File: src/rtl/sram_fifo_ctrl.sv
// ---------------------------------------------------------------------------
// sram_fifo_ctrl
//
// FIFO controller that stores words in an external simple dual-port SRAM
// (single clock, registered read data) and presents the head word to the
// downstream side through a small 2-entry output buffer.  The output buffer
// hides the one-cycle SRAM read latency, so that with out_ready_i held high
// one word leaves per clock in steady state.
//
// Ports
//   clk          single clock, shared with the SRAM (wrclk = rdclk = clk)
//   rst_n        asynchronous active-low reset
//   in_valid_i   upstream word valid
//   in_data_i    upstream word
//   in_ready_o   block can accept a word (SRAM not full)
//   out_valid_o  out_data_o holds a valid word
//   out_data_o   head word, shown ahead of the pop
//   out_ready_i  downstream accepts the head word
//   wren_o       SRAM write enable
//   wraddr_o     SRAM write address
//   wrdata_o     SRAM write data
//   rden_o       SRAM read enable
//   rdaddr_o     SRAM read address
//   rddata_i     SRAM read data, valid one edge after rden_o
//   count_o      total words held: SRAM + read in flight + output buffer
// ---------------------------------------------------------------------------
module sram_fifo_ctrl #(
    parameter int ADDR_WIDTH = 8,
    parameter int DATA_WIDTH = 16
) (
    input  logic                    clk,
    input  logic                    rst_n,

    input  logic                    in_valid_i,
    input  logic [DATA_WIDTH-1:0]   in_data_i,
    output logic                    in_ready_o,

    output logic                    out_valid_o,
    output logic [DATA_WIDTH-1:0]   out_data_o,
    input  logic                    out_ready_i,

    output logic                    wren_o,
    output logic [ADDR_WIDTH-1:0]   wraddr_o,
    output logic [DATA_WIDTH-1:0]   wrdata_o,
    output logic                    rden_o,
    output logic [ADDR_WIDTH-1:0]   rdaddr_o,
    input  logic [DATA_WIDTH-1:0]   rddata_i,

    output logic [ADDR_WIDTH+1:0]   count_o
);

    localparam int DEPTH = 2 ** ADDR_WIDTH;
    localparam logic [ADDR_WIDTH:0] SRAM_FULL = (ADDR_WIDTH + 1)'(DEPTH);

    // -----------------------------------------------------------------------
    // State
    // -----------------------------------------------------------------------
    logic [ADDR_WIDTH-1:0]  wr_ptr;
    logic [ADDR_WIDTH-1:0]  rd_ptr;
    logic [ADDR_WIDTH:0]    sram_cnt;      // 0..DEPTH words resident in SRAM
    logic                   inflight;      // read issued last cycle, data arrives this edge
    logic [1:0]             obuf_cnt;      // 0..2 words in the output buffer
    logic                   obuf_head;     // index of the oldest output-buffer entry
    logic [DATA_WIDTH-1:0]  obuf [2];
    logic [ADDR_WIDTH+1:0]  count_q;

    // -----------------------------------------------------------------------
    // Handshake and read-issue decisions
    // -----------------------------------------------------------------------
    logic                   push;
    logic                   pop;
    logic                   rd_issue;
    logic                   capture;
    logic [1:0]             obuf_occ;      // buffer words plus the one in flight
    logic                   obuf_tail;

    logic [ADDR_WIDTH:0]    sram_cnt_nxt;
    logic [1:0]             obuf_cnt_nxt;
    logic [ADDR_WIDTH+1:0]  count_nxt;

    // Readiness looks only at SRAM occupancy, so it never depends on
    // out_ready_i.  A read issued this cycle frees a slot from the next one.
    assign in_ready_o  = (sram_cnt < SRAM_FULL);
    assign out_valid_o = (obuf_cnt != 2'd0);

    // Gating with rst_n keeps both SRAM strobes low while reset is asserted,
    // whatever the handshake inputs are doing.
    assign push    = rst_n & in_valid_i & in_ready_o;
    assign pop     = out_valid_o & out_ready_i;
    assign capture = inflight;

    // A read may be issued when, after this cycle's pop, the output buffer
    // still has room for the word already in flight plus the new one.
    assign obuf_occ = obuf_cnt + {1'b0, inflight};
    assign rd_issue = rst_n
                    & (sram_cnt != '0)
                    & ({1'b0, obuf_occ} < (3'd2 + {2'b0, pop}));

    // The write slot is the entry after the head when one word is held,
    // and the head itself when the buffer is empty.  A capture never meets
    // a full buffer because issue is throttled on buffer occupancy.
    assign obuf_tail = obuf_head ^ obuf_cnt[0];

    // -----------------------------------------------------------------------
    // SRAM interface: write strobes are combinational in the accept cycle.
    // A write and a read never hit the same address: a read needs the word
    // to be resident already, and the write slot is by definition empty.
    // -----------------------------------------------------------------------
    assign wren_o   = push;
    assign wraddr_o = wr_ptr;
    assign wrdata_o = in_data_i;
    assign rden_o   = rd_issue;
    assign rdaddr_o = rd_ptr;

    assign out_data_o = obuf[obuf_head];
    assign count_o    = count_q;

    // -----------------------------------------------------------------------
    // Next-state arithmetic
    // -----------------------------------------------------------------------
    always_comb begin
        // NOTE: every signal assigned in a combinational block gets a default
        // first, so no path leaves it unassigned and no latch is inferred.
        sram_cnt_nxt = sram_cnt;
        obuf_cnt_nxt = obuf_cnt;
        count_nxt    = count_q;

        // A push and a read issue in the same cycle cancel out.
        case ({push, rd_issue})
            2'b10:   sram_cnt_nxt = sram_cnt + 1'b1;
            2'b01:   sram_cnt_nxt = sram_cnt - 1'b1;
            default: sram_cnt_nxt = sram_cnt;
        endcase

        // A capture and a pop in the same cycle leave the buffer level alone.
        case ({capture, pop})
            2'b10:   obuf_cnt_nxt = obuf_cnt + 2'd1;
            2'b01:   obuf_cnt_nxt = obuf_cnt - 2'd1;
            default: obuf_cnt_nxt = obuf_cnt;
        endcase

        // Internal transfers (issue, capture) only move words around, so the
        // total changes only on the external push and pop.  This keeps the
        // registered count equal to sram_cnt + inflight + obuf_cnt.
        case ({push, pop})
            2'b10:   count_nxt = count_q + 1'b1;
            2'b01:   count_nxt = count_q - 1'b1;
            default: count_nxt = count_q;
        endcase
    end

    // -----------------------------------------------------------------------
    // Control registers
    // -----------------------------------------------------------------------
    always_ff @(posedge clk or negedge rst_n) begin
        // NOTE: sequential state uses non-blocking assignments so every
        // register samples the pre-edge values, independent of process order.
        if (!rst_n) begin
            wr_ptr    <= '0;
            rd_ptr    <= '0;
            sram_cnt  <= '0;
            inflight  <= 1'b0;
            obuf_cnt  <= 2'd0;
            obuf_head <= 1'b0;
            count_q   <= '0;
        end else begin
            // Pointers are ADDR_WIDTH bits wide, so they wrap from DEPTH-1
            // to 0 naturally.
            if (push) begin
                wr_ptr <= wr_ptr + 1'b1;
            end
            if (rd_issue) begin
                rd_ptr <= rd_ptr + 1'b1;
            end
            if (pop) begin
                obuf_head <= ~obuf_head;
            end
            inflight <= rd_issue;
            sram_cnt <= sram_cnt_nxt;
            obuf_cnt <= obuf_cnt_nxt;
            count_q  <= count_nxt;
        end
    end

    // -----------------------------------------------------------------------
    // Output buffer storage
    // -----------------------------------------------------------------------
    always_ff @(posedge clk or negedge rst_n) begin
        // NOTE: the two buffer entries are ordinary flops and are cleared so
        // out_data_o reads 0 out of reset; the SRAM array itself is never
        // cleared, since obuf_cnt and sram_cnt already mark it empty.
        if (!rst_n) begin
            obuf[0] <= '0;
            obuf[1] <= '0;
        end else if (capture) begin
            obuf[obuf_tail] <= rddata_i;
        end
    end

endmodule

File: config.mk
export PLATFORM = sky130hd
export DESIGN_NAME = sram_fifo_ctrl
export DESIGN_NICKNAME = d
export VERILOG_FILES = /design/src/rtl/sram_fifo_ctrl.sv
export SDC_FILE = /design/constraint.sdc
export NUM_CORES = 1
export LEC_CHECK = 0
export CAP_MARGIN = 20
export CORE_MARGIN = 4
export CORE_UTILIZATION = 35
export CTS_BUF_LIST = sky130_fd_sc_hd__clkbuf_16
export DETAILED_ROUTE_END_ITERATION = 8
export PLACE_DENSITY = 0.62
export SYNTH_ARGS = -nofsm -noshare
export SYNTH_HDL_FRONTEND = slang
export SYNTH_SLANG_ARGS = --single-unit
File: constraint.sdc
create_clock -name clk -period 4.1 [get_ports clk]
set_input_delay 0.82 -clock clk [delete_from_list [all_inputs] [get_ports clk]]
set_output_delay 0.82 -clock clk [all_outputs]
set_load 0.1 [all_outputs]
# [After elaboration in Yosys (flattened, before gate mapping)]
# Index checks and enable logic that the tools add are counted.
[classes] add_sub_neg=10 order_cmp=5 eq_ne=6 muxes=9 bitwise_logic=9 n_reduce_logical=6
[op_table] operator="2-to-1 mux 16 bit" count=4
[op_table] operator="bitwise mux 32 bit" count=1
[op_table] operator="case mux 10 bit (2 select lines)" count=1
[op_table] operator="case mux 9 bit (2 select lines)" count=1
[op_table] operator="adder 8 x 1 -> 8 bit, second input constant" count=2
[op_table] operator="demux 16 bit (select 1 bit)" count=1
[op_table] operator="adder 10 x 1 -> 10 bit, second input constant" count=1
[op_table] operator="subtractor 10 x 1 -> 10 bit, second input constant" count=1
[op_table] operator="adder 9 x 1 -> 9 bit, second input constant" count=1
[op_table] operator="less-than comparator 9 bit, second input constant" count=1
[op_table] operator="nonzero test 9 bit" count=1
[op_table] operator="subtractor 9 x 1 -> 9 bit, second input constant" count=1
[op_table] operator="nonzero test 2 bit" count=4
[op_table] operator="equality test 2 x 1 -> 1 bit, second input constant" count=3
[op_table] operator="equality test 2 bit, second input constant" count=3
[op_table] operator="bitwise AND 1 bit" count=5
[op_table] operator="greater-or-equal comparator 2 bit, second input constant" count=2
[op_table] operator="NOT 1 -> 2 bit" count=2
[op_table] operator="case mux 2 bit (2 select lines)" count=1
[op_table] operator="adder 2 x 1 -> 3 bit, first input constant" count=1
[op_table] operator="less-than comparator 2 x 3 -> 1 bit" count=1
[op_table] operator="adder 2 x 1 -> 2 bit" count=1
[op_table] operator="adder 2 x 1 -> 2 bit, second input constant" count=1
[op_table] operator="less-than comparator 2 x 1 -> 1 bit, second input constant" count=1
[op_table] operator="4 further kinds" count=4
[totals] regBits=71 in_bits=36 output_inout_bits=62 elab_cells=54

# [Logic depth before layout (Yosys ltp)]
# Gate-level depths: netlist of run 1.
[logic_depth] depth_word=7 mapped_depth=12 mapped_depth_nobuf=11

# [Worst setup path after synthesis of run 1]
# No wires, ideal clock.
[synth_timing] path_type="register to register" from="register sram_cnt[8]" to="register count_q[9], in the netlist count_o[9]" setup_time_ns=0.135 arrival_ns=3.553 required_time_ns=3.965 path_slack_ns=0.412 path_stages_with_launch=11 n_path_buf=1 period_less_slack_ns=3.688 path_cell_list="dfrtp_1 inv_1 and3_1 buf_2 inv_1 ha_1 ha_1 a2111o_1 or3_1 nand3_1 o311ai_1"
[synth_between] elab_chain_cells=4 word_cells_on_any_way=6 classes_between="1 x order compare; 2 x eq/ne; 1 x mux; 1 x bitwise; 1 x reduce/logical"
[synth_rtl] item="start: declaration" line="60" source="logic [ADDR_WIDTH:0] sram_cnt;"
[synth_rtl] item="start signal: assignment" line="179" source="sram_cnt <= sram_cnt_nxt;"
[synth_rtl] item="less-than comparator 9 bit *" line="83" source="assign in_ready_o = (sram_cnt < SRAM_FULL);"
[synth_rtl] item="via in_ready_o" line="36" source="output logic in_ready_o,"
[synth_rtl] item="bitwise AND 1 bit *" line="88" source="assign push = rst_n & in_valid_i & in_ready_o;"
[synth_rtl] item="via wren_o" line="42" source="output logic wren_o,"
[synth_rtl] item="equality test 2 x 1 -> 1 bit or equality test 2 bit (tied branches)" line="145" source="case ({push, pop})"
[synth_rtl] item="case mux 10 bit (2 select lines) or nonzero test 2 bit (tied branches)"
[synth_rtl] item="end signal: assignment" line="181" source="count_q <= count_nxt;"
[synth_rtl] item="end: declaration" line="65" source="logic [ADDR_WIDTH+1:0] count_q;"
# Mark *: on every way through the listed nets, which the timed path passes. The rest lies on a longest branch.
# A chain may end at the register's enable or synchronous reset.

# [Worst setup path after layout of run 1]
[layout_timing] from="input out_ready_i" to="register count_q[9], in the netlist count_o[9]"
[layout_between] elab_chain_cells=3 word_cells_on_any_way=5 classes_between="2 x eq/ne; 1 x mux; 1 x bitwise; 1 x reduce/logical"
[layout_rtl] item="start: declaration" line="40" source="input logic out_ready_i,"
[layout_rtl] item="bitwise AND 1 bit *" line="89" source="assign pop = out_valid_o & out_ready_i;"
[layout_rtl] item="via pop" line="71" source="logic pop;"
[layout_rtl] item="equality test 2 x 1 -> 1 bit or equality test 2 bit (tied branches)" line="145"
[layout_rtl] item="case mux 10 bit (2 select lines) or nonzero test 2 bit (tied branches)"
# Marked as above.

==> impl_metrics.json, run 1 <==
{
  "ys_seq_area_share_pct": 44.91,
  "fmax_mhz": 311.9,
  "clk_pin_slew_ns": 0.06,
  "critPathMaxFanout": 11,
  "synth_top_cell_area_share_pct": 44.91,
  "synth_top_area_cell": "dfrtp_1",
  "place_congestion": 0.8045,
  "crit_chain": "clkdlybuf4s50_1 -> and2_1 -> ha_1 -> ha_1 -> a2111o_1 -> or3_1 -> nand3_1 -> o311ai_1",
  "die_w_microns": 114.3,
  "synth.most_common_cell": "dfrtp_1",
  "drc": 0,
  "r2r_cells": 12,
  "min_period_over_period_pct": 78.19,
  "ys.flop_type": "dfrtp_1",
  "startpoint_type": "primary input",
  "numCtsBuffers": 9,
  "async_flop_share_pct": 100.0,
  "initial_core_util_pct": 36.18,
  "rows": 38,
  "syn_nets": 404,
  "cts_setup_buffers": 0,
  "slew_viol_final": 0,
  "grt_pass1_wl_mm": 13.60,
  "avgViaCountPerCell": 4.998,
  "r2r_setup_slack_ns": 1.07,
  "drtAntennaViolNets": 0,
  "synthTopCellsByCount": "dfrtp_1, mux2_2, ha_1, nand2_1, xnor2_1",
  "drv_cap": 0,
  "grt_max_degree": 47,
  "cts_resized": 0,
  "slowest_stage": "a2111o_1",
  "end_kind": "flop",
  "ctsHoldBuffers": 0,
  "yosys-top-cells-area": "dfrtp_1, mux2_2, ha_1",
  "arrival_ns": 3.40,
  "overflow": 0,
  "cp.required_ns": 4.30,
  "syn-instance-count": 345,
  "cts_tree": "built",
  "track_usage_pct": 12.97,
  "final_cells": 544,
  "slew_headroom_pct": 28.37,
  "skew_ns": 0.007199,
  "drtIter0Drc": 60,
  "min_path_type": "in2async",
  "synth-seq-cells": 71,
  "htree_levels": 3,
  "cts_buffer_depth": 2,
  "totalWireLength_mm": 8.005,
  "crit_family": "adder cells",
  "n_antenna_cell": 0,
  "num_vias": 2719,
  "die_area_sq_mm": 0.01307,
  "dr.pass1.iters": 4,
  "die_h_microns": 114.3,
  "path_depth": 8,
  "dp_hpwl_mm": 5.718,
  "finalCriticalPeriod_ns": 3.206,
  "core_sq_mm": 0.01094,
  "r2r-start": "obuf_cnt[0]$_DFFE_PN0P_",
  "areaGrowthSynthToFinish_pct": 23.94,
  "clock_latency_ns": 0.33,
  "synth_edf_count": 0,
  "rsz0062_at_grt": "false",
  "root_buffer": "clkbuf_16",
  "run_status": "finished clean",
  "tightest_slew_ns": 1.074,
  "yosysWarnings": 0,
  "dp_cells": 528,
  "grt_pass1_vias": 2811,
  "finalHoldViolations": 0,
  "criticalPathCategory": "in2reg",
  "synth_cell_types": 52,
  "avgSynthCellArea_sq_um": 11.47,
  "layout.nets": 458,
  "clock_sinks": 71,
  "antenna_found_initial": 0,
  "wl_per_cell_microns": 14.72,
  "worst_path_most_repeated_cell": "ha_1",
  "final.setup.tns_ns": 0,
  "synthesis.area_sq_mm": 0.003956,
  "num_io_pins": 98,
  "nFillCells": 1012,
  "r2r-end": "sram_cnt[7]$_DFFE_PN0P_",
  "drive_above_1_share_pct": 24.01,
  "setup_viol": 0,
  "port_buffers": 65,
  "cpPeakStageDelay_ns": 0.50,
  "crit_buf_inv": 1
}
per-stage QoR:
step           cell area (sq um)  hold slack, ns  utilization [%]  worst slack (ns)
3_3_place_gp                4604          0.4629            42.11            0.5797
5_1_grt                     4903          0.3178            44.84            0.6813
4_1_cts                     4903          0.3066            44.84            0.8964
2_1_floorplan               3956          0.4736                -            0.4116
6_report                    4903          0.3199            44.84            0.8943
3_5_place_dp                4604          0.4793            42.11            0.5405
how the worst max path moves through the flow:
stage / slack, ns / startpoint / end
final: 0.89 / out_ready_i / count_o[9]$_DFFE_PN0P_
after global routing: 0.68 / out_ready_i / sram_cnt[8]$_DFFE_PN0P_
after floorplan: 0.41 / sram_cnt[8]$_DFFE_PN0P_ / count_o[9]$_DFFE_PN0P_
after CTS: 0.90 / out_ready_i / count_o[9]$_DFFE_PN0P_
after global placement: 0.58 / out_ready_i / count_o[9]$_DFFE_PN0P_
after detailed placement: 0.54 / out_ready_i / count_o[9]$_DFFE_PN0P_
flip-flops by register name (all words and copies together) (netlist names):
signal and count:
obuf_cnt 2, obuf 32, wraddr_o 8, rdaddr_o 8, count_o 10, capture 1
obuf_head 1, sram_cnt 9
per-layer routing:
metal	up-vias	GRT usage, %	routed length [microns]
li1	1340	-	-
met2	42	20.34	3740
met1	1323	17.13	3800
met3	14	3.013	333
met5	-	0	0
met4	0	5.701	131
final cells by class:
cell class | instances | area, sq um | share of cell area [%]
Clock buffer | 9 | 225.2 | 4.593
Clock inverter | 7 | 73.82 | 1.505
Tap cell | 140 | 175.2 | 3.572
Inverter | 12 | 45.04 | 0.9186
Sequential cell | 71 | 1777 | 36.23
Timing Repair Buffer | 70 | 653.1 | 13.32
Multi-Input combinational cell | 235 | 1954 | 39.86
kinds of logic (layout without fill, tap and decap cells):
family / Yosys count / after routing / share of synthesized area (%)
buffers and inverters: 39 / 98 / 5.692
DFF: 71 / 71 / 44.91
adders and majority gates: 23 / 23 / 7.653
AOI/OAI and AO/OA: 49 / 49 / 8.507
xor gates and xnor gates: 30 / 30 / 6.641
muxes: 52 / 52 / 15.72
and+or+nand+nor: 81 / 81 / 10.88
worst register-to-register path, delay by kind of cell (launching register included):
kind | cells | cell delay (ns)
buf+inv | 1 | 0.21
xor+xnor | 1 | 0.15
compound gates | 6 | 1.03
simple gates | 1 | 0.15
flops | 1 | 0.46
fa+ha+maj | 3 | 0.87
cells in the final DEF, fill, tap and decap left out, types with 2 or more instances in the layout:
cell and count:
ha_1 21, or3_1 2, clkinv_2 2, nand4_1 8
nor4_1 3, nor3_1 9, o2111a_1 2, inv_1 12
a31oi_1 3, and3_1 6, mux2_2 41, o31ai_1 3
clkinv_4 3, a211oi_1 2, clkbuf_16 9, nand2b_1 3
or2_2 2, o211ai_1 3, fa_1 2, buf_4 23
dfrtp_1 71, a21oi_1 7, o21a_1 4, mux2_4 10
nand3_1 4, clkdlybuf4s50_1 46, o21ai_0 13, xnor2_1 19
nor3b_1 6, nor2_1 10, nand2_1 21, xor2_1 11
Power of run 1 is left out: the tool's default activity adds up to more than one toggle a clock period on the data nets, which glitch-free logic cannot reach.
==> run 2, diff against run 1 <==
==> constraint.sdc (replaced) <==
create_clock -name clk -period 3.1 [get_ports clk]
set_input_delay 0.62 -clock clk [delete_from_list [all_inputs] [get_ports clk]]
set_output_delay 0.62 -clock clk [all_outputs]
set_load 0.1 [all_outputs]
==> run 2 against run 1 <==
  * Final area is 1.6% higher
  * Critical path depth is 3 higher
  * Count of clock-buffer cells in the layout stayed put
  * Global-route usage is 0.16 points higher
  * Critical endpoint is now sram_cnt[8]$_DFFE_PN0P_
  * Worst setup slack worse by 0.60 ns
  * First-iteration DRC count is 83% higher
  * Cell count is 2.0% higher
==> impl_metrics.json, run 2 (synthesis results as in run 1) <==
{
  "grt_max_degree": 43,
  "num_vias": 2753,
  "numCtsBuffers": 9,
  "tightest_slew_ns": 0.7699,
  "drtAntennaViolNets": 0,
  "crit_path_start": "obuf_cnt[0]$_DFFE_PN0P_",
  "nFillCells": 1024,
  "areaGrowthSynthToFinish_pct": 25.93,
  "register_area_sq_mm": 0.001777,
  "path_depth": 11,
  "die_w_microns": 114.3,
  "largest_register_ffs": 32,
  "n_antenna_cell": 0,
  "drv_cap": 0,
  "crit_chain": "ha_1 -> nand2b_1 -> o21ai_0 -> o2111a_1 -> ha_4 -> fa_1 -> a211oi_2 -> o21ai_1 -> a31oi_1 -> xnor2_1 -> a22o_1",
  "finalCriticalPeriod_ns": 2.807,
  "cts_setup_buffers": 0,
  "slew_viol_final": 0,
  "dr.pass1.iters": 4,
  "num_io_pins": 98,
  "drtIter0Drc": 110,
  "r2r-start": "obuf_cnt[0]$_DFFE_PN0P_",
  "top_register": "obuf",
  "grt_pass1_wl_mm": 13.97,
  "port_buffers": 65,
  "initial_core_util_pct": 36.18,
  "critPathMaxFanout": 8,
  "r2r_setup_slack_ns": 0.29,
  "crit_buf_inv": 0,
  "die_h_microns": 114.3,
  "htree_levels": 3,
  "arrival_ns": 3.02,
  "skew_ns": 0.006449,
  "avgViaCountPerCell": 4.960,
  "root_buffer": "clkbuf_16",
  "min_period_over_period_pct": 90.54,
  "dp_hpwl_mm": 6.019,
  "final_common_cell": "dfrtp_1",
  "crit_path_end": "sram_cnt[8]$_DFFE_PN0P_",
  "cp.required_ns": 3.31,
  "r2r_cells": 11,
  "rsz0062_at_grt": "false",
  "setup_viol": 0,
  "place_congestion": 0.8161,
  "run_status": "finished clean",
  "layout_common_cells": "dfrtp_1, buf_4, mux2_2, nand2_1",
  "final.setup.tns_ns": 0,
  "clock_latency_ns": 0.33,
  "cts_tree": "built",
  "min_path_type": "in2async",
  "multiInputGateArea_sq_mm": 0.001984,
  "cts_resized": 0,
  "core_sq_mm": 0.01094,
  "antenna_found_initial": 0,
  "criticalPathCategory": "reg2reg",
  "track_usage_pct": 13.13,
  "r2r-end": "sram_cnt[8]$_DFFE_PN0P_",
  "crit_family": "compound AO/OA/AOI/OAI gates",
  "overflow": 0,
  "totalWireLength_mm": 8.199,
  "clock_sinks": 71,
  "clk_pin_slew_ns": 0.06,
  "startpoint_type": "flop",
  "end_kind": "flop",
  "cpPeakStageDelay_ns": 0.45,
  "die_area_sq_mm": 0.01307,
  "rows": 38,
  "ctsHoldBuffers": 0,
  "layout.nets": 470,
  "fmax_mhz": 356.3,
  "grt_pass1_vias": 2791,
  "drive_above_1_share_pct": 33.98,
  "slowest_stage": "dfrtp_1",
  "finalHoldViolations": 0,
  "slew_headroom_pct": 48.55,
  "cts_buffer_depth": 2,
  "wl_per_cell_microns": 14.77,
  "drc": 0
}
run 2: layout make-up:
cell class                 count  share of cell area, %
clock inverter                 6                  1.733
clock buffer                   9                  4.520
multi-input combinational    235                  39.83
inverter                      12                 0.9794
sequential                    71                  35.66
tap                          140                  3.516
timing repair buffer          82                  13.76
run 2: worst min-delay path by stage:
stage                                        from                       to  slack (ns)  cells after the start
after floorplan                             rst_n        capture$_DFF_PN0_        0.32                      0
after global placement    wraddr_o[7]$_DFFE_PN0P_  wraddr_o[7]$_DFFE_PN0P_        0.46                      1
after detailed placement  wraddr_o[6]$_DFFE_PN0P_  wraddr_o[6]$_DFFE_PN0P_        0.48                      1
after CTS                                   rst_n  rdaddr_o[0]$_DFFE_PN0P_        0.28                      2
after global routing                        rst_n  rdaddr_o[0]$_DFFE_PN0P_        0.28                      2
final                                       rst_n  rdaddr_o[7]$_DFFE_PN0P_        0.28                      2
run 2: through the flow:
step | area (sq um) | hold slack (ns) | worst slack [ns] | std cells | utilization (%)
finish | 4982 | 0.2811 | 0.2934 | 555 | 45.56
CTS | 4982 | 0.2753 | 0.2979 | 555 | 45.56
global route | 4982 | 0.2827 | 0.02611 | 555 | 45.56
detailed placement | 4671 | 0.4839 | 0.02930 | 540 | 42.71
floorplan | 3999 | 0.3244 | 0.02992 | 345 | -
global placement | 4671 | 0.4640 | 0.05609 | 540 | 42.71
run 2: metal layers:
metal / share of wire (%) / vias to the layer above / GRT usage [%] / routed length (microns)
met5: 0 / - / 0 / 0
met4: 0.74 / 0 / 3.405 / 61
met3: 6.5 / 11 / 4.387 / 534
met2: 45 / 63 / 20.06 / 3680
met1: 48 / 1321 / 17.95 / 3922
li1: - / 1358 / - / -
Power of run 2 is left out for the same reason.
==> run 3, diff against run 2 <==
--- a/config.mk
+++ b/config.mk
@@ -9,6 +9,7 @@
 export CORE_MARGIN = 4
 export CORE_UTILIZATION = 35
 export CTS_BUF_LIST = sky130_fd_sc_hd__clkbuf_16
+export CTS_CLUSTER_DIAMETER = 100
 export DETAILED_ROUTE_END_ITERATION = 8
 export PLACE_DENSITY = 0.62
 export SYNTH_ARGS = -nofsm -noshare
==> results of run 3 <==
The final DEF is identical to that of run 2; final timing and power are the same.
Power of run 3 is left out for the same reason.
